[config.mk]
export PLATFORM = sky130hd
export DESIGN_NAME = triangle_list_sequencer
export DESIGN_NICKNAME = d
export VERILOG_FILES = /design/src/rtl/triangle_list_sequencer.sv
export SDC_FILE = /design/constraint.sdc
export NUM_CORES = 1
export LEC_CHECK = 0
export ABC_AREA = 1
export BUFFER_PORTS_ARGS = -buffer_cell sky130_fd_sc_hd__buf_2
export CAP_MARGIN = 15
export CORE_MARGIN = 2
export CORE_UTILIZATION = 50
export DETAILED_ROUTE_END_ITERATION = 12
export PLACE_DENSITY_LB_ADDON = 0.1
export SLEW_MARGIN = 25
export SYNTH_ARGS = -nofsm -noshare
export SYNTH_HDL_FRONTEND = slang
export SYNTH_SLANG_ARGS = --single-unit
[constraint.sdc]
create_clock -name i_clk -period 1.9 [get_ports i_clk]
set_clock_uncertainty 0.2 [all_clocks]
set_input_delay 0.38 -clock i_clk [delete_from_list [all_inputs] [get_ports i_clk]]
set_output_delay 0.38 -clock i_clk [all_outputs]
set_load 0.01 [all_outputs]
[src/rtl/triangle_list_sequencer.sv]
// Per-frame triangle list engine: reads a coloured triangle list from the SPI
// register file (or a built-in test pattern) and issues one rasterizer go per triangle.
module triangle_list_sequencer #(
  parameter int HORIZ_RESOLUTION = 80,
  parameter int VERT_RESOLUTION  = 60,
  parameter int COLOR_DEPTH      = 12,
  parameter int REG_ADDR_WIDTH   = 6,
  parameter int LIST_BASE        = 1,
  parameter int MAX_TRIANGLES    = 16,
  localparam int XW = $clog2(HORIZ_RESOLUTION),
  localparam int YW = $clog2(VERT_RESOLUTION),
  localparam int IW = $clog2(MAX_TRIANGLES)
) (
  input  logic                      i_clk,
  input  logic                      i_srst,
  input  logic                      i_new_frame,
  input  logic                      i_test_pattern_en,
  input  logic [1:0]                i_test_sel,
  output logic [REG_ADDR_WIDTH-1:0] o_reg_addr,
  input  logic [31:0]               i_reg_read_data,
  input  logic                      i_raster_done,
  output logic                      o_go,
  output logic [XW-1:0]             o_p0_x,
  output logic [XW-1:0]             o_p1_x,
  output logic [XW-1:0]             o_p2_x,
  output logic [YW-1:0]             o_p0_y,
  output logic [YW-1:0]             o_p1_y,
  output logic [YW-1:0]             o_p2_y,
  output logic [COLOR_DEPTH-1:0]    o_color,
  output logic [IW-1:0]             o_tri_index,
  output logic                      o_busy,
  output logic                      o_frame_done,
  output logic                      o_overrun
);

  localparam int NW = $clog2(MAX_TRIANGLES + 1);

  typedef enum logic [3:0] {
    S_IDLE, S_RD_CNT, S_CAP_CNT, S_CAP_A, S_CAP_B, S_GO, S_GUARD, S_WAIT_DONE, S_TP_LOAD
  } state_t;

  typedef struct packed {
    logic [7:0] x0, y0, x1, y1, x2, y2;
  } raw_tri_t;

  state_t        state;
  logic [NW-1:0] tri_count;
  logic [IW-1:0] index;
  logic          test_mode;
  logic [1:0]    test_sel_q;
  logic [31:0]   word_a;
  raw_tri_t      tp_raw, rd_raw, cur_raw;

  function automatic logic [XW-1:0] clamp_x(input logic [7:0] v);
    if (int'(v) >= HORIZ_RESOLUTION) return XW'(HORIZ_RESOLUTION - 1);
    return v[XW-1:0];
  endfunction

  function automatic logic [YW-1:0] clamp_y(input logic [7:0] v);
    if (int'(v) >= VERT_RESOLUTION) return YW'(VERT_RESOLUTION - 1);
    return v[YW-1:0];
  endfunction

  function automatic logic [NW-1:0] clamp_count(input logic [7:0] v);
    if (int'(v) > MAX_TRIANGLES) return NW'(MAX_TRIANGLES);
    return NW'(v);
  endfunction

  function automatic logic [REG_ADDR_WIDTH-1:0] addr_a(input int k);
    return REG_ADDR_WIDTH'(LIST_BASE + 2 * k);
  endfunction

  function automatic logic [REG_ADDR_WIDTH-1:0] addr_b(input int k);
    return REG_ADDR_WIDTH'(LIST_BASE + 2 * k + 1);
  endfunction

  always_comb begin
    // NOTE: default assignment first so no path through the case can infer a latch.
    tp_raw = '0;
    unique case (test_sel_q)
      2'd0: tp_raw = '{8'd10, 8'd10, 8'd10, 8'd50, 8'd50, 8'd25};
      2'd1: tp_raw = '{8'(HORIZ_RESOLUTION / 2), 8'd5, 8'd5, 8'(VERT_RESOLUTION - 5),
                       8'(HORIZ_RESOLUTION - 5), 8'(VERT_RESOLUTION - 5)};
      2'd2: tp_raw = '{8'd3, 8'd3, 8'd37, 8'd37, 8'd7, 8'd7};
      2'd3: tp_raw = '{8'd10, 8'd10, 8'd50, 8'd10, 8'd25, 8'd50};
      default: tp_raw = '0;
    endcase
  end

  // Word A was captured a cycle earlier; word B is on the read bus during CAP_B.
  assign rd_raw  = '{word_a[7:0], word_a[15:8], word_a[23:16], word_a[31:24],
                     i_reg_read_data[7:0], i_reg_read_data[15:8]};
  assign cur_raw = (state == S_TP_LOAD) ? tp_raw : rd_raw;

  // o_reg_addr is loaded one state ahead so that read data lines up with the capture state.
  always_ff @(posedge i_clk) begin
    if (i_srst) begin
      // NOTE: reset is sampled on the clock edge only; every state and output register is cleared.
      state        <= S_IDLE;
      tri_count    <= '0;
      index        <= '0;
      test_mode    <= 1'b0;
      test_sel_q   <= '0;
      word_a       <= '0;
      o_reg_addr   <= '0;
      o_go         <= 1'b0;
      o_p0_x       <= '0;
      o_p1_x       <= '0;
      o_p2_x       <= '0;
      o_p0_y       <= '0;
      o_p1_y       <= '0;
      o_p2_y       <= '0;
      o_color      <= '0;
      o_tri_index  <= '0;
      o_busy       <= 1'b0;
      o_frame_done <= 1'b0;
      o_overrun    <= 1'b0;
    end else begin
      // NOTE: non-blocking assignments throughout so every register updates from pre-edge values.
      o_go         <= 1'b0;
      o_frame_done <= 1'b0;
      o_overrun    <= i_new_frame && (state != S_IDLE);
      unique case (state)
        S_IDLE: if (i_new_frame) begin
          test_mode  <= i_test_pattern_en;
          test_sel_q <= i_test_sel;
          index      <= '0;
          o_busy     <= 1'b1;
          o_reg_addr <= '0;
          state      <= i_test_pattern_en ? S_TP_LOAD : S_RD_CNT;
        end
        S_RD_CNT: begin
          o_reg_addr <= addr_a(0);
          state      <= S_CAP_CNT;
        end
        S_CAP_CNT: begin
          tri_count <= clamp_count(i_reg_read_data[7:0]);
          index     <= '0;
          if (i_reg_read_data[7:0] == 8'd0) begin
            o_frame_done <= 1'b1;
            o_busy       <= 1'b0;
            o_reg_addr   <= '0;
            state        <= S_IDLE;
          end else begin
            o_reg_addr <= addr_b(0);
            state      <= S_CAP_A;
          end
        end
        S_CAP_A: begin
          word_a <= i_reg_read_data;
          state  <= S_CAP_B;
        end
        S_CAP_B, S_TP_LOAD: begin
          o_p0_x      <= clamp_x(cur_raw.x0);
          o_p0_y      <= clamp_y(cur_raw.y0);
          o_p1_x      <= clamp_x(cur_raw.x1);
          o_p1_y      <= clamp_y(cur_raw.y1);
          o_p2_x      <= clamp_x(cur_raw.x2);
          o_p2_y      <= clamp_y(cur_raw.y2);
          o_tri_index <= index;
          o_color     <= (state == S_TP_LOAD) ? '1 : i_reg_read_data[16 +: COLOR_DEPTH];
          if (state == S_TP_LOAD) tri_count <= NW'(1);
          o_go        <= 1'b1;
          state       <= S_GO;
        end
        S_GO: begin
          // Test mode never touches the register file.
          if (!test_mode) o_reg_addr <= addr_a(int'(index) + 1);
          state <= S_GUARD;
        end
        S_GUARD: state <= S_WAIT_DONE;
        S_WAIT_DONE: if (i_raster_done) begin
          if (int'(index) == int'(tri_count) - 1) begin
            o_frame_done <= 1'b1;
            o_busy       <= 1'b0;
            o_reg_addr   <= '0;
            state        <= S_IDLE;
          end else begin
            index      <= index + 1'b1;
            o_reg_addr <= addr_b(int'(index) + 1);
            state      <= S_CAP_A;
          end
        end
        default: state <= S_IDLE;
      endcase
    end
  end

endmodule
==> out/qor.csv, run 1 <==
metric,value,unit
CP arrival,2.09,ns
Initial DRC Count,284,
CP startpoint kind,flop,
most common library cells after synthesis,"dfxtp_1, nand2_1, inv_1, o21ai_0, nor2_1",
hold depth,3,
initial antenna violation count,0,
Die Span X,105.2,um
post-synthesis cell area,5124,um2
Die Ht,105.2,um
min Tclk post-route,1.871,ns
Placer Congestion,0.9304,
max-cap viol count,0,
"count leader, synth",dfxtp_1,
Starting Density,51.94,%
routed wire length,14980,um
CTS HTree Levels,4,
reg-to-reg critical path startpoint,state[3],
final setup violation count,0,
post-DR vias/cell,5.260,
Core Footprint,9864,um2
share of layout cells above drive strength 1,27.06,%
Comb power frac,22.2,%
CP max FO,7,
number of synthesis warnings,0,
Hold WC Path Type,in2reg,
Hold Path End,tri_count[2],
num rows,36,
switching share of power,30.72,%
first drt pass iteration count,5,
Slew headroom,68.27,%
Skew-Pair Late Insertion Delay,0.52,ns
Setup WS pre-CTS,-0.02560,ns
Syn Nets,743,
"Seq/Total Area, Yosys",44.15,%
post-synth cell types,43,
largest net degree at the start of global routing,55,
Fin Hold WS,0.02261,ns
Cells after DPL,930,
"Clk pin slew, worst setup/hold paths",0.06,ns
via count,5286,
Finished Core Util,71.66,%
Leak,3.398,nW
part of the power in registers,36.4,%
Worst-Margin Slew,0.4760,ns
DR WL/cell,14.90,um
critical path required time,2.12,ns
Clock Power Share,41.3,%
final non-filler cell total,1005,
GRT Util Overall,26.63,%
clock sink total,113,
PD cells,1067,nW/um2
RSZ-0062 raised after global routing,true,
post-detail-place hpwl,10010,um
first-pass GRT wire length,23780,um
R2R Setup Slk,0.03,ns
"flops & latches, synth",113,
share of the clock period used by the worst path,98.46,%
clk buf depth,2,
status,"complete, no violations",
main flop type after synthesis,dfxtp_1,
placed cell areas,5929,um2
Mapped Cells,696,
Diodes inserted,0,
Worst Setup Path Type,reg2reg,
CTS Root Cell,clkbuf_8,
Top Ports,104,
RR Endpoint,o_p2_x[3],
Final Net Count,906,
hold wc startpoint,i_reg_read_data[2],
global route overflow,0,
fillers,791,
design area,7069,um2
cts bufs inserted,17,
Post-synth ARST share,0,%
vias in the first global route,5010,
Synth-to-Final Area Change,37.97,%
die area,11070,um2
Fin. Hold Viols,0,
Peak VDD IR,0.6427,mV
DRT antenna net count,0,
Final Slew Violations,0,
Max Fclk,534.6,MHz
largest area contributor in the netlist,dfxtp_1,
count of input and output buffers,103,
net switching power,2.317,mW
average size of a mapped cell,7.362,um2
DRC violations left,0,
P_int,5.223,mW
TritonCTS clock tree,built,
path depth of the worst reg2reg path,10,
share of the synthesized area in the top cell type,44.15,%
final worst slack,0.02928,ns
"EDFF count, synth",0,
Setup crit end kind,flop,
synth top area cells,"dfxtp_1, nand2_1, o21ai_0, a21oi_1, inv_1",
[how the worst max path moves through the flow]
| stage | start | endpoint | slack [ns] | cells after the start |
|---|---|---|---|---|
| final | state[3] | o_p2_x[3] | 0.03 | 10 |
| after global routing | tri_count[1] | index[2] | -0.09 | 12 |
| after CTS | tri_count[0] | index[3] | 0.002 | 12 |
| after detailed placement | tri_count[0] | index[3] | -0.03 | 10 |
| after global placement | test_sel_q[0] | o_p2_x[3] | 0.04 | 9 |
| after floorplan | tri_count[0] | index[3] | 0.03 | 10 |
[per-stage QoR]
stage	TNS [ns]	total power, mW
2_1_floorplan	0	3.712
3_3_place_gp	0	4.226
3_5_place_dp	-0.04419	4.261
4_1_cts	0	7.427
5_1_grt	-0.4271	7.862
6_report	0	7.540
[registers in the layout, indices dropped and copies added, names as in the netlist]
register	count
o_reg_addr	6
o_frame_done	1
o_p1_x	7
index	4
test_mode	1
o_p1_y	6
o_color	12
tri_count	5
word_a	32
o_p0_y	6
test_sel_q	2
state	4
o_go	1
o_tri_index	4
o_p0_x	7
o_p2_x	7
o_busy	1
o_overrun	1
o_p2_y	6
[cell usage in the layout (no fill, tap or decap), drive strengths merged]
cell type    synthesis  routed
clkinvlp             0       4
dfxtp              113     113
clkbuf              16      19
o221a                1       1
inv                 93      98
clkinv               1       4
xor2                 4       4
ha                   8       8
a21o                 2       2
o211a                1       1
nand2              112     112
nor2                75      75
dlygate4sd3          0      36
o21bai               5       5
nand3b               1       1
a211oi              11      11
nor3b                1       1
nor3                 6       6
bufinv               0       2
o21ai               81      81
a21oi               69      69
a31oi                1       1
buf                 15     138
o211ai              11      11
o22ai                1       1
or2                  9       9
o31ai                1       1
nand3               49      49
a221oi               1       1
nand4                8       8
[critical path, stage by stage (launching register included)]
cell and delay (ns):
dfxtp_1 0.35, inv_2 0.07, nor2_4 0.12, nand2_4 0.09, or2_4 0.31, o21ai_2 0.09, nand2_1 0.09, a21oi_2 0.22
nand3_1 0.11, nand2_1 0.08, inv_1 0.04
[layout make-up]
class | instances | area, um2 | area share (%)
Multi-Input combinational cell | 458 | 2465 | 34.87
Inverter | 94 | 362.8 | 5.133
Clock buffer | 18 | 427.9 | 6.053
Clock inverter | 14 | 152.6 | 2.159
Sequential cell | 113 | 2273 | 32.16
Timing Repair Buffer | 175 | 1221 | 17.27
Tap cell | 133 | 166.4 | 2.354
[power groups by stage]
stage	Sequential, mW	Combinational [mW]	Clock [mW]
2_1_floorplan	2.87	0.844	0
3_3_place_gp	2.78	1.45	0
3_5_place_dp	2.79	1.48	0
4_1_cts	2.74	1.56	3.13
5_1_grt	2.77	1.85	3.24
6_report	2.75	1.68	3.12
[per-layer routing]
| layer | global-route usage (%) | vias to the layer above | wire, um |
|---|---|---|---|
| met4 | 9.524 | 0 | 241 |
| met1 | 33.97 | 2454 | 6623 |
| met2 | 45.30 | 196 | 7269 |
| li1 | - | 2614 | - |
| met5 | 0 | - | 0 |
| met3 | 4.453 | 22 | 841 |
[cell families after synthesis]
kind of cell / synth area share (%)
AOI/OAI and AO/OA: 20.66
xor gates and xnor gates: 0.6837
adders and majority gates: 1.954
buffers and inverters: 9.792
DFF: 44.15
and+or+nand+nor: 22.76
[what timing repair did]
action / 4_1_cts / 5_1_grt
endpoints found under the setup margin: 4 / 37
hold endpoints to repair: 52 / 0
gates cloned: 0 / 1
pin swaps: 2 / 18
hold buffers: 36 / 0
buffers inserted: 0 / 6
resized for setup: 5 / 39
No activity file was read; power rests on OpenSTA's default activity.
==> run 2: changes to the inputs <==
- CORE_MARGIN: 2 -> default
==> out/qor.csv, run 2 (synthesis gave the netlist of run 1 again) <==
metric,value,unit,change
Skew-Pair Late Insertion Delay,0.52,ns,about the same
Placer Congestion,0.8489,,was 0.9304
"commonest non-fill, non-tap cell in the layout",dfxtp_1,,unchanged
Starting Density,51.94,%,unchanged
global route overflow,0,,unchanged
Core Footprint,9864,um2,unchanged
Fin. Hold Viols,0,,unchanged
routed wire length,15000,um,"was 14,980 um"
status,"complete, no violations",,unchanged
PD cells,1057,nW/um2,was 1067 nW/um2
Max Fclk,530.7,MHz,was 534.6 MHz
cts bufs inserted,17,,unchanged
max reg flops,32,,unchanged
post-detail-place hpwl,10240,um,"was 10,010 um"
largest net degree at the start of global routing,53,,was 55
Diodes inserted,0,,unchanged
CP max-delay cell,dfxtp_2,,was dfxtp_1
clk buf depth,2,,unchanged
num rows,36,,unchanged
biggest regs,"word_a x32, o_color x12",,unchanged
DR WL/cell,14.88,um,was 14.90 um
Final Net Count,910,,was 906
total power,7.556,mW,was 7.540 mW
TritonCTS clock tree,built,,unchanged
via count,5351,,"was 5,286"
initial antenna violation count,0,,unchanged
Peak VDD IR,0.6634,mV,was 0.6427 mV
"delay-heaviest family, CP",simple AND/OR/NAND/NOR gates,,unchanged
Setup crit end kind,flop,,unchanged
Finished Core Util,72.48,%,was 71.66%
max-cap viol count,0,,unchanged
CTS Root Cell,clkbuf_8,,unchanged
first drt pass iteration count,7,,was 5
CP startpoint kind,flop,,unchanged
GRT Util Overall,28.75,%,was 26.63%
CP max FO,6,,was 7
share of the clock period used by the worst path,99.18,%,was 98.46%
Worst-Margin Slew,0.4632,ns,was 0.4760 ns
largest register by flop count,word_a,,unchanged
critical path required time,2.12,ns,about the same
Die Ht,103.2,um,was 105.2 um
path depth of the worst reg2reg path,9,,was 10
hold depth,5,,was 3
Slew headroom,69.12,%,was 68.27%
Leak,3.431,nW,was 3.398 nW
clock sink total,113,,unchanged
Final Slew Violations,0,,unchanged
first-pass GRT wire length,23360,um,"was 23,780 um"
count of input and output buffers,103,,unchanged
Hold WC Path Type,in2reg,,unchanged
vias in the first global route,5027,,"was 5,010"
Worst Setup Path Type,reg2reg,,unchanged
min Tclk post-route,1.884,ns,was 1.871 ns
DRT antenna net count,0,,unchanged
post-DR vias/cell,5.309,,was 5.260
CTS HTree Levels,4,,unchanged
worst-path cell chain,buf_6 > nand4_1 > or2_4 > o21ai_4 > nor2_2 > nand2_2 > inv_4 > o21ai_2 > nor2_1,,was inv_2 > nor2_4 > nand2_4 > or2_4 > o21ai_2 > nand2_1 > a21oi_2 > nand3_1 > nand2_1 > inv_1
Initial DRC Count,261,,was 284
CP bufs+invs,2,,unchanged
final setup violation count,0,,unchanged
RSZ-0062 raised after global routing,true,,unchanged
DRC violations left,0,,unchanged
"commonest non-fill, non-tap cells in the layout","dfxtp_1, buf_2, nand2_1",,"was dfxtp_1, nand2_1, buf_2"
Synth-to-Final Area Change,39.54,%,was 37.97%
Top Ports,104,,unchanged
"Clk pin slew, worst setup/hold paths",0.06,ns,about the same
Crit path depth,9,,was 10
CP arrival,2.10,ns,was 2.09 ns
Slowest Stage Delay on Critical Path,0.36,ns,was 0.35 ns
Die Span X,103.2,um,was 105.2 um
share of layout cells above drive strength 1,28.11,%,was 27.06%
die area,10660,um2,"was 11,070 um2"
==> run 2: changes by cell type in the layout (fill, tap and decap cells not counted), moves of 3 or more <==
cell,previous run,this run
clkbuf_1,0,3
inv_6,6,0
nand2_2,6,11
nand2_1,103,98
o21ai_0,70,67
clkinvlp_4,4,0
nor2_1,65,61
clkbuf_8,2,8
buf_4,29,33
nor2_2,5,9
==> run 2: metal layers <==
layer	track usage [%]	up-vias	wire length, um
li1	-	2626	-
met5	0	-	0
met4	11.59	0	327
met3	8.333	36	867
met1	34.69	2502	6420
met2	48.26	187	7381
==> run 2: cell type report <==
| cell class | instances | area (um2) |
|---|---|---|
| Inverter | 94 | 370.4 |
| Tap cell | 133 | 166.4 |
| Fill cell | 752 | 2715 |
| Sequential cell | 113 | 2273 |
| Clock inverter | 4 | 70.07 |
| Clock buffer | 27 | 521.8 |
| Timing Repair Buffer | 179 | 1219 |
| Multi-Input combinational cell | 458 | 2529 |
==> run 2: per-stage QoR <==
step	setup slack [ns]	instances	hold slack [ns]	TNS [ns]	cell area, um2
4_1_cts	-0.001358	1004	0.1583	-0.001358	6960
3_5_place_dp	-0.05751	935	0.2511	-0.2104	5942
6_report	0.01554	1008	0.1960	0	7149
2_1_floorplan	0.02557	696	0.2297	0	5124
5_1_grt	-0.07240	1008	0.1963	-0.5625	7149
3_3_place_gp	0.03684	935	0.2445	0	5942
==> run 2: what timing repair did <==
item / in CTS / in global routing
setup buffers: 1 / 4
hold buffers: 37 / 0
gates resized for setup: 14 / 53
setup endpoints to repair: 14 / 53
pin swaps: 6 / 23
endpoints found under the hold margin: 53 / 0
==> run 2: final timing paths <==
path,start,to,slack (ns)
setup / recovery,state[1],o_reg_addr[0],0.02
hold / removal,i_srst,word_a[21],0.20
setup reg to reg,state[1],o_reg_addr[0],0.02
hold reg to reg,o_p2_x[5],o_p2_x[5],0.26
==> run 2: where the power goes <==
| part | total (mW) | switching [mW] | internal, mW |
|---|---|---|---|
| Clock | 3.15 | 1.05 | 2.10 |
| Combinational | 1.66 | 0.982 | 0.675 |
| Sequential | 2.75 | 0.135 | 2.62 |
| Total | 7.56 | 2.16 | 5.39 |
==> run 2: worst reg2reg max path, stage by stage (launching register included) <==
cell     delay, ns
dfxtp_2       0.36
buf_6         0.11
nand4_1       0.22
or2_4         0.34
o21ai_4       0.09
nor2_2        0.05
nand2_2       0.15
inv_4         0.08
o21ai_2       0.12
nor2_1        0.05
==> run 3: changes to the inputs <==
==> constraint.sdc (replaced) <==
create_clock -name i_clk -period 2.3 [get_ports i_clk]
set_clock_uncertainty 0.2 [all_clocks]
set_input_delay 0.46 -clock i_clk [delete_from_list [all_inputs] [get_ports i_clk]]
set_output_delay 0.46 -clock i_clk [all_outputs]
set_load 0.02 [all_outputs]
==> out/qor.csv, run 3 (synthesis gave the netlist of run 1 again) <==
metric,value,unit,change
vias in the first global route,4727,,"was 5,027"
post-detail-place hpwl,9883,um,"was 10,240 um"
max reg flops,32,,unchanged
Initial DRC Count,274,,was 261
count of input and output buffers,103,,unchanged
final non-filler cell total,950,,"was 1,008"
Die Span X,103.2,um,unchanged
Worst-Margin Slew,0.5209,ns,was 0.4632 ns
net switching power,1.846,mW,was 2.164 mW
Diodes inserted,0,,unchanged
TNS Setup,0,ns,unchanged
Placer Congestion,0.8933,,was 0.8489
RSZ-0062 raised after global routing,false,,was true
CP startpoint kind,flop,,unchanged
initial antenna violation count,0,,unchanged
Clock Power Share,41.8,%,was 41.6%
first drt pass iteration count,5,,was 7
"commonest non-fill, non-tap cell in the layout",dfxtp_1,,unchanged
Final Slew Violations,0,,unchanged
"Clk pin slew, worst setup/hold paths",0.05,ns,was 0.06 ns
Top Ports,104,,unchanged
cts bufs inserted,17,,unchanged
"commonest non-fill, non-tap cells in the layout","dfxtp_1, nand2_1, buf_2",,"was dfxtp_1, buf_2, nand2_1"
largest register by flop count,word_a,,unchanged
P_int,4.254,mW,was 5.392 mW
via count,5050,,"was 5,351"
hold wc startpoint,i_reg_read_data[19],,was i_srst
global route overflow,0,,unchanged
min Tclk post-route,2.125,ns,was 1.884 ns
clock sink total,113,,unchanged
critical path required time,2.53,ns,was 2.12 ns
final setup violation count,0,,unchanged
DR WL/cell,14.55,um,was 14.88 um
CP arrival,2.35,ns,was 2.10 ns
Max Fclk,470.6,MHz,was 530.7 MHz
hold depth,3,,was 5
fillers,903,,was 752
max-cap viol count,0,,unchanged
post-DR vias/cell,5.316,,was 5.309
clk buf depth,2,,unchanged
biggest regs,"word_a x32, o_color x12",,unchanged
DRT antenna net count,0,,unchanged
R2R Setup Slk,0.17,ns,was 0.02 ns
Synth-to-Final Area Change,24.74,%,was 39.54%
GRT Util Overall,27.55,%,was 28.75%
routed wire length,13820,um,"was 15,000 um"
Skew-Pair Late Insertion Delay,0.51,ns,was 0.52 ns
RR Endpoint,index[2],,was o_reg_addr[0]
PD cells,954.3,nW/um2,was 1057 nW/um2
Slew headroom,65.06,%,was 69.12%
Comb power frac,21.0,%,was 21.9%
CTS HTree Levels,4,,unchanged
Leak,3.117,nW,was 3.431 nW
Fin. Hold Viols,0,,unchanged
DRC violations left,0,,unchanged
Starting Density,51.94,%,unchanged
CTS Root Cell,clkbuf_8,,unchanged
share of the clock period used by the worst path,92.40,%,was 99.18%
reg-to-reg critical path startpoint,tri_count[0],,was state[1]
Die Ht,103.2,um,unchanged
Fin Hold WS,0.01527,ns,was 0.1960 ns
largest net degree at the start of global routing,48,,was 53
switching share of power,30.26,%,was 28.64%
share of layout cells above drive strength 1,22.15,%,was 28.11%
num rows,36,,unchanged
die area,10660,um2,unchanged
Hold Path End,word_a[19],,was word_a[21]
total power,6.099,mW,was 7.556 mW
Final Net Count,852,,was 910
Worst Setup Path Type,reg2reg,,unchanged
Cells after DPL,911,,was 935
Hold WC Path Type,in2reg,,unchanged
status,"complete, no violations",,unchanged
Setup crit end kind,flop,,unchanged
Core Footprint,9864,um2,unchanged
path depth of the worst reg2reg path,10,,was 9
TritonCTS clock tree,built,,unchanged
part of the power in registers,37.2,%,was 36.4%
first-pass GRT wire length,22280,um,"was 23,360 um"
CP max FO,7,,was 6
Peak VDD IR,0.5444,mV,was 0.6634 mV
Post-CTS Setup Bufs,0,,was 1
-- run 3: routing by layer --
layer | GRT usage [%] | wire [um] | vias to the layer above
met5 | 0 | 0 | -
met4 | 10.73 | 302 | 0
met3 | 6.519 | 727 | 27
met2 | 46.82 | 6633 | 163
met1 | 33.88 | 6157 | 2358
li1 | - | - | 2502
-- run 3: per-stage QoR --
| stage | setup slack, ns | instance area [um2] | util [%] |
|---|---|---|---|
| 4_1_cts | 0.1674 | 6391 | 64.79 |
| 3_5_place_dp | 0.2142 | 5737 | 58.16 |
| 3_3_place_gp | 0.3115 | 5737 | 58.16 |
| 6_report | 0.1748 | 6391 | 64.79 |
| 5_1_grt | 0.01622 | 6391 | 64.79 |
| 2_1_floorplan | 0.4256 | 5124 | - |
-- run 3: timing repair --
item                                   4_1_cts  5_1_grt
hold buffers                                 8        0
setup endpoints to repair                    0        0
gates resized for setup                      0        0
endpoints found under the hold margin        8        0
-- run 3: power by group through the flow --
stage	clock network (mW)	registers (mW)	logic, mW
final	2.55	2.27	1.28
after floorplan	0	2.49	0.697
after global placement	0	2.30	1.25
after global routing	2.68	2.29	1.43
after CTS	2.58	2.27	1.29
after detailed placement	0	2.30	1.27
-- run 3: final cells by class --
cell class | instances | area (um2) | share of cell area, %
flip-flops and latches | 113 | 2262 | 35.40
well taps | 133 | 166.4 | 2.604
repair buffers | 121 | 670.6 | 10.49
inverters | 94 | 355.3 | 5.560
clock inverters | 11 | 138.9 | 2.173
clock buffers | 20 | 435.4 | 6.813
multi-input cells | 458 | 2362 | 36.96
-- run 3: critical path: stages, from the launching register on --
cell	delay (ns)
dfxtp_1	0.32
inv_1	0.10
ha_1	0.32
or2_2	0.27
nand3_1	0.08
nor2_1	0.05
nand3_2	0.14
nand2_1	0.14
nor2_2	0.18
nand2_1	0.07
a21oi_1	0.17
-- run 3: worst max-delay path by stage --
stage                 start        to  slack [ns]  cells past startpoint
3_5_place_dp   tri_count[0]  index[2]        0.21                     10
3_3_place_gp   tri_count[0]  index[3]        0.31                     10
2_1_floorplan  tri_count[0]  index[3]        0.43                     10
5_1_grt        tri_count[0]  index[2]        0.02                     10
4_1_cts        tri_count[0]  index[2]        0.17                     10
6_report       tri_count[0]  index[2]        0.17                     10
